## config.mk

```make
export PLATFORM = sky130hd
export DESIGN_NAME = sha256_job_scheduler_flat
export DESIGN_NICKNAME = d
export VERILOG_FILES = /design/src/rtl/sha256_job_scheduler_if.sv /design/src/rtl/sha256_job_scheduler.sv /design/src/flat_wrapper.sv
export SDC_FILE = /design/constraint.sdc
export NUM_CORES = 1
export LEC_CHECK = 0
export ABC_AREA = 1
export CORE_UTILIZATION = 65
export CTS_CLUSTER_DIAMETER = 150
export DETAILED_ROUTE_END_ITERATION = 8
export DONT_BUFFER_PORTS = 1
export PLACE_DENSITY = 0.91
export SYNTH_ARGS = -nofsm -noshare
export SYNTH_HDL_FRONTEND = slang
export SYNTH_SLANG_ARGS = --single-unit
```

## constraint.sdc

```tcl
create_clock -name clk -period 3.8 [get_ports clk]
set_input_delay 0.57 -clock clk [delete_from_list [all_inputs] [get_ports clk]]
set_output_delay 0.57 -clock clk [all_outputs]
set_load 0.05 [all_outputs]
```

## src/rtl/sha256_job_scheduler_if.sv

```systemverilog
// Requester and SHA-256 core handshake bundle for the job scheduler.
// master = scheduler side, slave = requesters/core side.
interface sha256_job_scheduler_if #(
    parameter int unsigned NUM_REQ = 4,
    parameter int unsigned ADDR_W  = 16
);
    logic [NUM_REQ-1:0]        req;
    logic [NUM_REQ*ADDR_W-1:0] req_msg_addr;
    logic [NUM_REQ*ADDR_W-1:0] req_out_addr;
    logic [NUM_REQ-1:0]        ack;
    logic [NUM_REQ-1:0]        err;
    logic                      core_start;
    logic [ADDR_W-1:0]         core_message_addr;
    logic [ADDR_W-1:0]         core_output_addr;
    logic                      core_done;
    logic                      core_rst_n;

    modport master (
        input  req, req_msg_addr, req_out_addr, core_done,
        output ack, err, core_start, core_message_addr, core_output_addr, core_rst_n
    );

    modport slave (
        output req, req_msg_addr, req_out_addr, core_done,
        input  ack, err, core_start, core_message_addr, core_output_addr, core_rst_n
    );
endinterface

```

## src/rtl/sha256_job_scheduler.sv

```systemverilog
// Round-robin sharing of one SHA-256 core among NUM_REQ requesters,
// with a WAIT watchdog that pulses the core reset on a hung job.
module sha256_job_scheduler #(
    parameter int unsigned NUM_REQ        = 4,
    parameter int unsigned ADDR_W         = 16,
    parameter int unsigned TIMEOUT_CYCLES = 4096,
    parameter int unsigned JOB_CNT_W      = 16
) (
    input  logic                   clk,
    input  logic                   reset_n,
    sha256_job_scheduler_if.master bus,
    output logic                   busy,
    output logic [2:0]             grant_id,
    output logic [JOB_CNT_W-1:0]   jobs_done
);
    localparam int unsigned TMR_W = (TIMEOUT_CYCLES > 1) ? $clog2(TIMEOUT_CYCLES) : 1;
    localparam logic [TMR_W-1:0] TMO_LAST = TMR_W'((TIMEOUT_CYCLES > 0) ? TIMEOUT_CYCLES - 1 : 0);

    typedef enum logic [2:0] {
        S_IDLE, S_ISSUE, S_WAIT, S_DONE, S_REC1, S_REC2
    } state_t;

    state_t                 r_state;
    logic [NUM_REQ-1:0]     r_ack;
    logic [NUM_REQ-1:0]     r_err;
    logic                   r_core_start;
    logic [ADDR_W-1:0]      r_msg_addr;
    logic [ADDR_W-1:0]      r_out_addr;
    logic                   r_core_rst_n;
    logic                   r_busy;
    logic [2:0]             r_grant_id;
    logic [JOB_CNT_W-1:0]   r_jobs_done;
    logic [TMR_W-1:0]       r_timer;

    logic [7:0]             w_req8;
    logic [2:0]             w_idx;
    logic [2:0]             w_winner;
    logic                   w_found;
    logic [ADDR_W-1:0]      w_msg;
    logic [ADDR_W-1:0]      w_out;
    logic [NUM_REQ-1:0]     w_gnt_oh;

    // Widened to 8 bits so a 3-bit index always selects in range.
    assign w_req8 = 8'(bus.req);

    // Search upward from the last grant so the last winner has lowest priority.
    always_comb begin
        w_found  = 1'b0;
        w_winner = r_grant_id;
        w_idx    = '0;
        for (int unsigned k = 1; k <= NUM_REQ; k++) begin
            w_idx = 3'((32'(r_grant_id) + k) % NUM_REQ);
            if (!w_found && w_req8[w_idx]) begin
                w_found  = 1'b1;
                w_winner = w_idx;
            end
        end
    end

    always_comb begin
        w_msg    = '0;
        w_out    = '0;
        w_gnt_oh = '0;
        for (int unsigned i = 0; i < NUM_REQ; i++) begin
            if (w_winner == 3'(i)) begin
                w_msg = bus.req_msg_addr[i*ADDR_W +: ADDR_W];
                w_out = bus.req_out_addr[i*ADDR_W +: ADDR_W];
            end
            w_gnt_oh[i] = (r_grant_id == 3'(i));
        end
    end

    always_ff @(posedge clk or negedge reset_n) begin
        if (!reset_n) begin
            r_state      <= S_IDLE;
            r_ack        <= '0;
            r_err        <= '0;
            r_core_start <= 1'b0;
            r_msg_addr   <= '0;
            r_out_addr   <= '0;
            r_core_rst_n <= 1'b1;
            r_busy       <= 1'b0;
            r_grant_id   <= 3'(NUM_REQ - 1);
            r_jobs_done  <= '0;
            r_timer      <= '0;
        end else begin
            r_ack        <= '0;
            r_err        <= '0;
            r_core_start <= 1'b0;
            case (r_state)
                S_IDLE: begin
                    if (|bus.req) begin
                        r_state      <= S_ISSUE;
                        r_core_start <= 1'b1;
                        r_grant_id   <= w_winner;
                        r_msg_addr   <= w_msg;
                        r_out_addr   <= w_out;
                        r_busy       <= 1'b1;
                    end
                end
                S_ISSUE: begin
                    r_timer <= '0;
                    r_state <= S_WAIT;
                end
                S_WAIT: begin
                    r_timer <= r_timer + 1'b1;
                    if (bus.core_done) begin
                        r_state     <= S_DONE;
                        r_ack       <= w_gnt_oh;
                        r_jobs_done <= r_jobs_done + 1'b1;
                    end else if (TIMEOUT_CYCLES != 0 && r_timer == TMO_LAST) begin
                        r_state      <= S_REC1;
                        r_core_rst_n <= 1'b0;
                    end
                end
                S_DONE: begin
                    r_state <= S_IDLE;
                    r_busy  <= 1'b0;
                end
                // Core reset held low across both recovery cycles; ack+err land in the second.
                S_REC1: begin
                    r_state <= S_REC2;
                    r_ack   <= w_gnt_oh;
                    r_err   <= w_gnt_oh;
                end
                S_REC2: begin
                    r_state      <= S_IDLE;
                    r_core_rst_n <= 1'b1;
                    r_busy       <= 1'b0;
                end
                default: begin
                    r_state      <= S_IDLE;
                    r_core_rst_n <= 1'b1;
                    r_busy       <= 1'b0;
                end
            endcase
        end
    end

    assign bus.ack               = r_ack;
    assign bus.err               = r_err;
    assign bus.core_start        = r_core_start;
    assign bus.core_message_addr = r_msg_addr;
    assign bus.core_output_addr  = r_out_addr;
    assign bus.core_rst_n        = r_core_rst_n;
    assign busy                  = r_busy;
    assign grant_id              = r_grant_id;
    assign jobs_done             = r_jobs_done;
endmodule

```

## src/flat_wrapper.sv

```systemverilog
// flat-port wrapper written by rule: the top's interface ports become plain ports
module sha256_job_scheduler_flat 
#(
    parameter int unsigned NUM_REQ        = 4,
    parameter int unsigned ADDR_W         = 16,
    parameter int unsigned TIMEOUT_CYCLES = 4096,
    parameter int unsigned JOB_CNT_W      = 16
)
  (clk, reset_n, busy, grant_id, jobs_done, bus_req, bus_req_msg_addr, bus_req_out_addr, bus_core_done, bus_ack, bus_err, bus_core_start, bus_core_message_addr, bus_core_output_addr, bus_core_rst_n);
  sha256_job_scheduler_if #(.NUM_REQ(NUM_REQ), .ADDR_W(ADDR_W)) bus_i ();
  input  logic clk;
  input  logic reset_n;
  output logic busy;
  output logic [2:0] grant_id;
  output logic [JOB_CNT_W-1:0] jobs_done;
  input wire logic [$bits(bus_i.req)-1:0] bus_req;
  input wire logic [$bits(bus_i.req_msg_addr)-1:0] bus_req_msg_addr;
  input wire logic [$bits(bus_i.req_out_addr)-1:0] bus_req_out_addr;
  input wire logic [$bits(bus_i.core_done)-1:0] bus_core_done;
  output wire logic [$bits(bus_i.ack)-1:0] bus_ack;
  output wire logic [$bits(bus_i.err)-1:0] bus_err;
  output wire logic [$bits(bus_i.core_start)-1:0] bus_core_start;
  output wire logic [$bits(bus_i.core_message_addr)-1:0] bus_core_message_addr;
  output wire logic [$bits(bus_i.core_output_addr)-1:0] bus_core_output_addr;
  output wire logic [$bits(bus_i.core_rst_n)-1:0] bus_core_rst_n;
  assign bus_i.req = bus_req;
  assign bus_i.req_msg_addr = bus_req_msg_addr;
  assign bus_i.req_out_addr = bus_req_out_addr;
  assign bus_i.core_done = bus_core_done;
  assign bus_ack = bus_i.ack;
  assign bus_err = bus_i.err;
  assign bus_core_start = bus_i.core_start;
  assign bus_core_message_addr = bus_i.core_message_addr;
  assign bus_core_output_addr = bus_i.core_output_addr;
  assign bus_core_rst_n = bus_i.core_rst_n;
  sha256_job_scheduler #(.NUM_REQ(NUM_REQ), .ADDR_W(ADDR_W), .TIMEOUT_CYCLES(TIMEOUT_CYCLES), .JOB_CNT_W(JOB_CNT_W)) u_core (.clk(clk), .reset_n(reset_n), .bus(bus_i), .busy(busy), .grant_id(grant_id), .jobs_done(jobs_done));
endmodule
```

==> metrics.yaml, run 1 <==
netlist.area_leader.share_pct: 40.9
drv_slew: 0
status: "finished clean"
synth_area_leaders: "dfrtp_1 41%, nand2_1 15%, nand3_1 9.2%, inv_1 5.3%, o211ai_1 5.3%"
crit_path_end_kind: "flop"
overflow: 0
synth_top_area_cell: "dfrtp_1"
cp_slowest_cell: "dfstp_2"
maxSlewHeadroom_pct: 48.9
dr_wl_met2_microns: 5700
wl_per_cell_microns: 17.2
worst_ep_required_time_ns: 4.04
cts_hold_buf: 1
wl_met1_microns: 4380
cts_buffers: 9
grt_pass1_vias: 3698
cp.buffers_inverters: 3
avgViaCountPerCell: 6.28
ant_nets: 0
top_layer: "met4"
period_share_pct: 81.1
syn_inst: 600
cts_post_setup_buffers_inserted: 0
port_buffers: 0
clockBufferDepth: 2
r2r_slack_ns: 0.72
rr_worst_depth: 12
antenna_found_initial: 0
place.gp.congestion: 0.848
coreArea_sq_um: 6760
fin_util_pct: 69.8
root_buffer: "clkbuf_8"
fmax_mhz: 325
die_w_microns: 85.4
crit_top_cell: "nand2_1"
synth_top_family_by_area: "simple AND/OR/NAND/NOR gates"
synthMuxAreaShare_pct: 0
die_h_microns: 85.4
detailroute.via_count: 4220
cts_tree: "done"
path_cells: "inv_2 > ha_1 > inv_1 > nand3_1 > nand2_1 > nand4_1 > nand2_4 > inv_2 > nor2_4 > a21oi_1 > nand2_1 > nand2_1"
clock_sinks: 77
clk_pin_slew_ns: 0.09
htreeDepth: 3
syn_to_final_growth_pct: 4.26
max_stage_delay_ns: 0.79
grt_pass1_wl_microns: 17500
grt_usage_pct: 30.8
drc: 0
io_pins: 197
cts_resized: 0
yosysWarningCount: 0
final_common_cell: "nand2_1"
fin_setup_tns_ns: 0
nets: 728
synth_cell_types: 35
finalHoldViolCount: 0
rr_endpoint: "u_core.bus.core_output_addr[6]$_DFFE_PN0P_"
grt_max_degree: 75
initial_core_util_pct: 67.0
postRouteWirelength_microns: 11500
cap_violations: 0
syn_avg_cell_area_sq_um: 7.54
synthAdderAreaFrac_pct: 1.66
rsz0062_at_grt: "no"
min_period_ns: 3.08
final_cell_mix: "176 x nand2_1, 83 x nand3_1, 74 x dfrtp_1, 63 x inv_1, 42 x a21oi_1"
fin_skew_ns: 0.0127
worst-path-max-fanout: 32
routed-wl-met3_microns: 1180
drt_iter0_markers: 310
critical_path.top_delay_family: "simple AND/OR/NAND/NOR gates"
worstMarginPinSlew_ns: 0.765
yosys.area_share.xor_xnor_pct: 2.90
setup_viol: 0
synth-compound-area-share_pct: 12.6
r2r-start: "u_core.grant_id[0]$_DFFE_PN1P_"
yosysSeqAreaShare_pct: 42.7
crit_type: "reg -> reg"
drive_above_1_share_pct: 7.26
place_hpwl_microns: 8200
hold_path.class: "in -> async"
insertedDiodeCount: 0
syn_nets: 741
num_rows: 30
synth-simple-area-share_pct: 30.5
arrival_ns: 3.32
dr.pass1.iters: 6
fp.dieArea_sq_um: 7300
ys_ff_latch: 77
start_kind: "flop"
clk-insertion-delay-late_ns: 0.34
synth_area_sq_um: 4520
==> per-layer routing <==
| metal | track usage, % | up-vias |
|---|---|---|
| met1 | 37.2 | 1940 |
| met2 | 52.3 | 296 |
| met4 | 12.4 | 0 |
| li1 | - | 1951 |
| met3 | 7.98 | 33 |
| met5 | 0 | - |
==> synth_stat cells (all sizes together) <==
| library cell | count |
|---|---|
| buf | 25 |
| xnor2 | 7 |
| nand3 | 86 |
| clkbuf | 5 |
| a21oi | 42 |
| o21ai | 10 |
| clkinv | 1 |
| a21o | 1 |
| xor2 | 8 |
| dfstp | 3 |
| o211ai | 32 |
| nor2 | 24 |
| a31oi | 1 |
| nor4 | 2 |
| nor3 | 9 |
| dfrtp | 74 |
| a32o | 1 |
| nand4 | 8 |
| ha | 6 |
| a211oi | 2 |
| o31ai | 1 |
| o22ai | 1 |
| nand2 | 181 |
| inv | 68 |
| o32ai | 2 |
==> sequential cells by signal, summed over array words and instances (netlist names) <==
| signal | flops |
|---|---|
| u_core.bus.ack | 4 |
| u_core.bus.core_message_addr | 16 |
| u_core.bus.core_output_addr | 16 |
| u_core.bus.core_rst_n | 1 |
| u_core.bus.core_start | 1 |
| u_core.bus.err | 4 |
| u_core.busy | 1 |
| u_core.grant_id | 3 |
| u_core.jobs_done | 16 |
| u_core.r_state | 3 |
| u_core.r_timer | 12 |
==> layout make-up <==
type | count | area, sq um
clock buffers | 9 | 124
well taps | 80 | 100
fillers | 502 | 2040
clock inverters | 7 | 80.1
flip-flops and latches | 77 | 1930
inverters | 69 | 259
multi-input cells | 424 | 2160
repair buffers | 6 | 65.1
==> worst max path at each step <==
| stage | startpoint | end | slack, ns | depth (start not counted) |
|---|---|---|---|---|
| floorplan | u_core.grant_id[0]$_DFFE_PN1P_ | u_core.bus.core_output_addr[0]$_DFFE_PN0P_ | 1.33 | 15 |
| global placement | u_core.grant_id[1]$_DFFE_PN1P_ | u_core.bus.core_message_addr[15]$_DFFE_PN0P_ | 0.84 | 12 |
| detailed placement | u_core.grant_id[0]$_DFFE_PN1P_ | u_core.bus.core_output_addr[6]$_DFFE_PN0P_ | 0.73 | 12 |
| CTS | u_core.grant_id[0]$_DFFE_PN1P_ | u_core.bus.core_output_addr[6]$_DFFE_PN0P_ | 0.72 | 12 |
| global route | u_core.grant_id[0]$_DFFE_PN1P_ | u_core.bus.core_message_addr[5]$_DFFE_PN0P_ | 0.43 | 12 |
| finish | u_core.grant_id[0]$_DFFE_PN1P_ | u_core.bus.core_output_addr[6]$_DFFE_PN0P_ | 0.72 | 12 |
==> through the flow <==
stage | cell area [sq um] | setup WS [ns] | instances | hold slack (ns)
2_1_floorplan | 4520 | 1.33 | 600 | 0.274
3_3_place_gp | 4490 | 0.844 | 655 | 0.276
3_5_place_dp | 4490 | 0.725 | 655 | 0.276
4_1_cts | 4720 | 0.718 | 672 | 0.0512
5_1_grt | 4720 | 0.428 | 672 | 0.0436
6_report | 4720 | 0.719 | 672 | 0.0607
==> worst register-to-register path: stages, from the launching register on <==
cell	delay, ns
dfstp_2	0.79
inv_2	0.16
ha_1	0.36
inv_1	0.12
nand3_1	0.09
nand2_1	0.13
nand4_1	0.17
nand2_4	0.20
inv_2	0.06
nor2_4	0.56
a21oi_1	0.17
nand2_1	0.11
nand2_1	0.05
==> kinds of logic (layout without fill, tap and decap cells) <==
family,count (synthesis),in the layout
adder cells (fa/ha/maj),6,6
XOR/XNOR,15,15
buffers and inverters,99,91
flip-flops,77,77
AND/OR/NAND/NOR,310,310
AO/OA/AOI/OAI,93,93
Power of run 1 is not shown: default switching activity piles up to over one toggle a cycle in this logic, so the estimate is an artifact.
==> run 2: changes to the inputs <==
--- a/config.mk
+++ b/config.mk
@@ -6,11 +6,11 @@
 export NUM_CORES = 1
 export LEC_CHECK = 0
 export ABC_AREA = 1
-export CORE_UTILIZATION = 65
+export CORE_UTILIZATION = 58
 export CTS_CLUSTER_DIAMETER = 150
 export DETAILED_ROUTE_END_ITERATION = 8
 export DONT_BUFFER_PORTS = 1
-export PLACE_DENSITY = 0.91
+export PLACE_DENSITY = 0.86
 export SYNTH_ARGS = -nofsm -noshare
 export SYNTH_HDL_FRONTEND = slang
 export SYNTH_SLANG_ARGS = --single-unit
==> constraint.sdc (replaced) <==
create_clock -name clk -period 2.7 [get_ports clk]
set_input_delay 0.405 -clock clk [delete_from_list [all_inputs] [get_ports clk]]
set_output_delay 0.405 -clock clk [all_outputs]
set_load 0.05 [all_outputs]
==> run 2 against run 1 <==
Compared with the run above: clock-buffer cell count did not move; clock skew rose by 0.0043 ns; first-iteration DRC count fell by 28%; maximum frequency rose by 21%; critical endpoint is now u_core.bus.core_output_addr[4]$_DFFE_PN0P_; cell area rose by 7.9%; sequential cell count did not move; highest routed layer unchanged; wire length rose by 6.6%; critical path depth rose by 2; utilization fell by 1.1 points.
==> metrics.yaml, run 2 (synthesis results as in run 1) <==
status: "finished clean"
syn_to_final_growth_pct: 12.5
grt_usage_pct: 27.6
drc: 0
clk_pin_slew_ns: 0.09
worst_ep_required_time_ns: 2.94
final_common_cell: "nand2_1"
detailroute.via_count: 4253
avgViaCountPerCell: 5.90
coreArea_sq_um: 7410
start_kind: "flop"
cts_buffers: 9
clock_sinks: 77
max_stage_delay_ns: 0.54
setup_viol: 0
clk-insertion-delay-late_ns: 0.35
cp.buffers_inverters: 5
grt_pass1_vias: 3943
root_buffer: "clkbuf_8"
nets: 758
hold_path.class: "in -> reg"
dr.pass1.iters: 5
n_fill_cell: 595
initial_core_util_pct: 61.1
critical_path.top_delay_family: "simple AND/OR/NAND/NOR gates"
use_met1_pct: 33.7
maxSlewHeadroom_pct: 62.6
gr-usage-met2_pct: 47.3
min_period_ns: 2.55
cts_tree: "done"
io_pins: 197
multi_input_area_sq_um: 2220
place_hpwl_microns: 8160
die_h_microns: 90.3
worstMarginPinSlew_ns: 0.560
period_share_pct: 94.5
drive_above_1_share_pct: 12.1
ant_nets: 0
htreeDepth: 3
grt_pass1_wl_microns: 18300
fp.dieArea_sq_um: 8160
clockBufferDepth: 2
crit_path_end_kind: "flop"
wl_per_cell_microns: 17.0
drt_iter0_markers: 224
die_w_microns: 90.3
fmax_mhz: 392
antenna_found_initial: 0
final_cell_mix: "174 x nand2_1, 83 x nand3_1, 74 x dfrtp_1, 63 x inv_1, 42 x a21oi_1"
cap_violations: 0
worst-path-max-fanout: 8
finalHoldViolCount: 0
drv_slew: 0
busiest_layer: "met2"
path_cells: "inv_1 > ha_4 > inv_1 > nand3_2 > nand2_2 > inv_2 > nand4_1 > nand2_8 > inv_2 > nor2_4 > clkbuf_16 > a21oi_1 > nand2_1 > nand2_1"
fin_util_pct: 68.7
met3_usage_pct: 5.98
overflow: 0
cp_slowest_cell: "dfstp_2"
seq_area_sq_um: 1930
place.gp.congestion: 0.887
crit_type: "reg -> reg"
num_rows: 31
postRouteWirelength_microns: 12300
fin_skew_ns: 0.0171
insertedDiodeCount: 0
arrival_ns: 2.79
port_buffers: 0
grt_max_degree: 78
==> run 2: path summary, 6_finish.rpt <==
path | end | from | cells past startpoint | slack (ns)
hold reg to reg | u_core.r_timer[11]$_DFFE_PN0P_ | u_core.r_timer[11]$_DFFE_PN0P_ | 1 | 0.48
max in group asynchronous | u_core.grant_id[0]$_DFFE_PN1P_ | reset_n | 2 | 1.74
setup / recovery | u_core.bus.core_output_addr[4]$_DFFE_PN0P_ | u_core.grant_id[1]$_DFFE_PN1P_ | 14 | 0.15
setup reg to reg | u_core.bus.core_output_addr[4]$_DFFE_PN0P_ | u_core.grant_id[1]$_DFFE_PN1P_ | 14 | 0.15
min in group asynchronous | u_core.bus.err[1]$_DFF_PN0_ | reset_n | 2 | 0.59
hold / removal | u_core.bus.core_message_addr[11]$_DFFE_PN0P_ | bus_req_msg_addr[59] | 4 | 0.27
==> run 2: worst register-to-register path, delay by kind of cell (launching register included) <==
kind / cells / cell delay, ns
AND/OR/NAND/NOR: 7 / 0.98
buffers and inverters: 5 / 0.57
flip-flops: 1 / 0.54
adder cells (fa/ha/maj): 1 / 0.31
AO/OA/AOI/OAI: 1 / 0.06
==> run 2: what timing repair did <==
item / CTS / global route
resized for setup: 0 / 5
hold buffers: 2 / 0
setup buffers: 0 / 12
endpoints found under the hold margin: 77 / 0
setup endpoints to repair: 0 / 32
==> run 2: layout make-up <==
class | count | area share, %
clock buffer | 9 | 2.43
multi-input combinational | 427 | 43.7
inverter | 69 | 5.09
clock inverter | 7 | 1.11
sequential | 77 | 37.9
timing repair buffer | 33 | 7.30
tap | 99 | 2.43
==> run 2: through the flow <==
stage	hold WS (ns)	instance area, sq um	TNS [ns]	setup WS [ns]	cells
5_1_grt	0.263	5090	-0.00175	-0.00130	721
3_3_place_gp	0.112	4630	0	0.242	685
3_5_place_dp	0.112	4630	0	0.0966	685
4_1_cts	0.262	4850	0	0.0768	703
2_1_floorplan	0.109	4520	0	0.232	600
6_report	0.270	5090	0	0.148	721
==> run 2: metal layers <==
metal | vias up | wire, microns
met2 | 221 | 6170
met1 | 1976 | 4830
li1 | 2017 | -
met5 | - | 0
met3 | 39 | 957
met4 | 0 | 330
Power of run 2 is left out for the same reason.
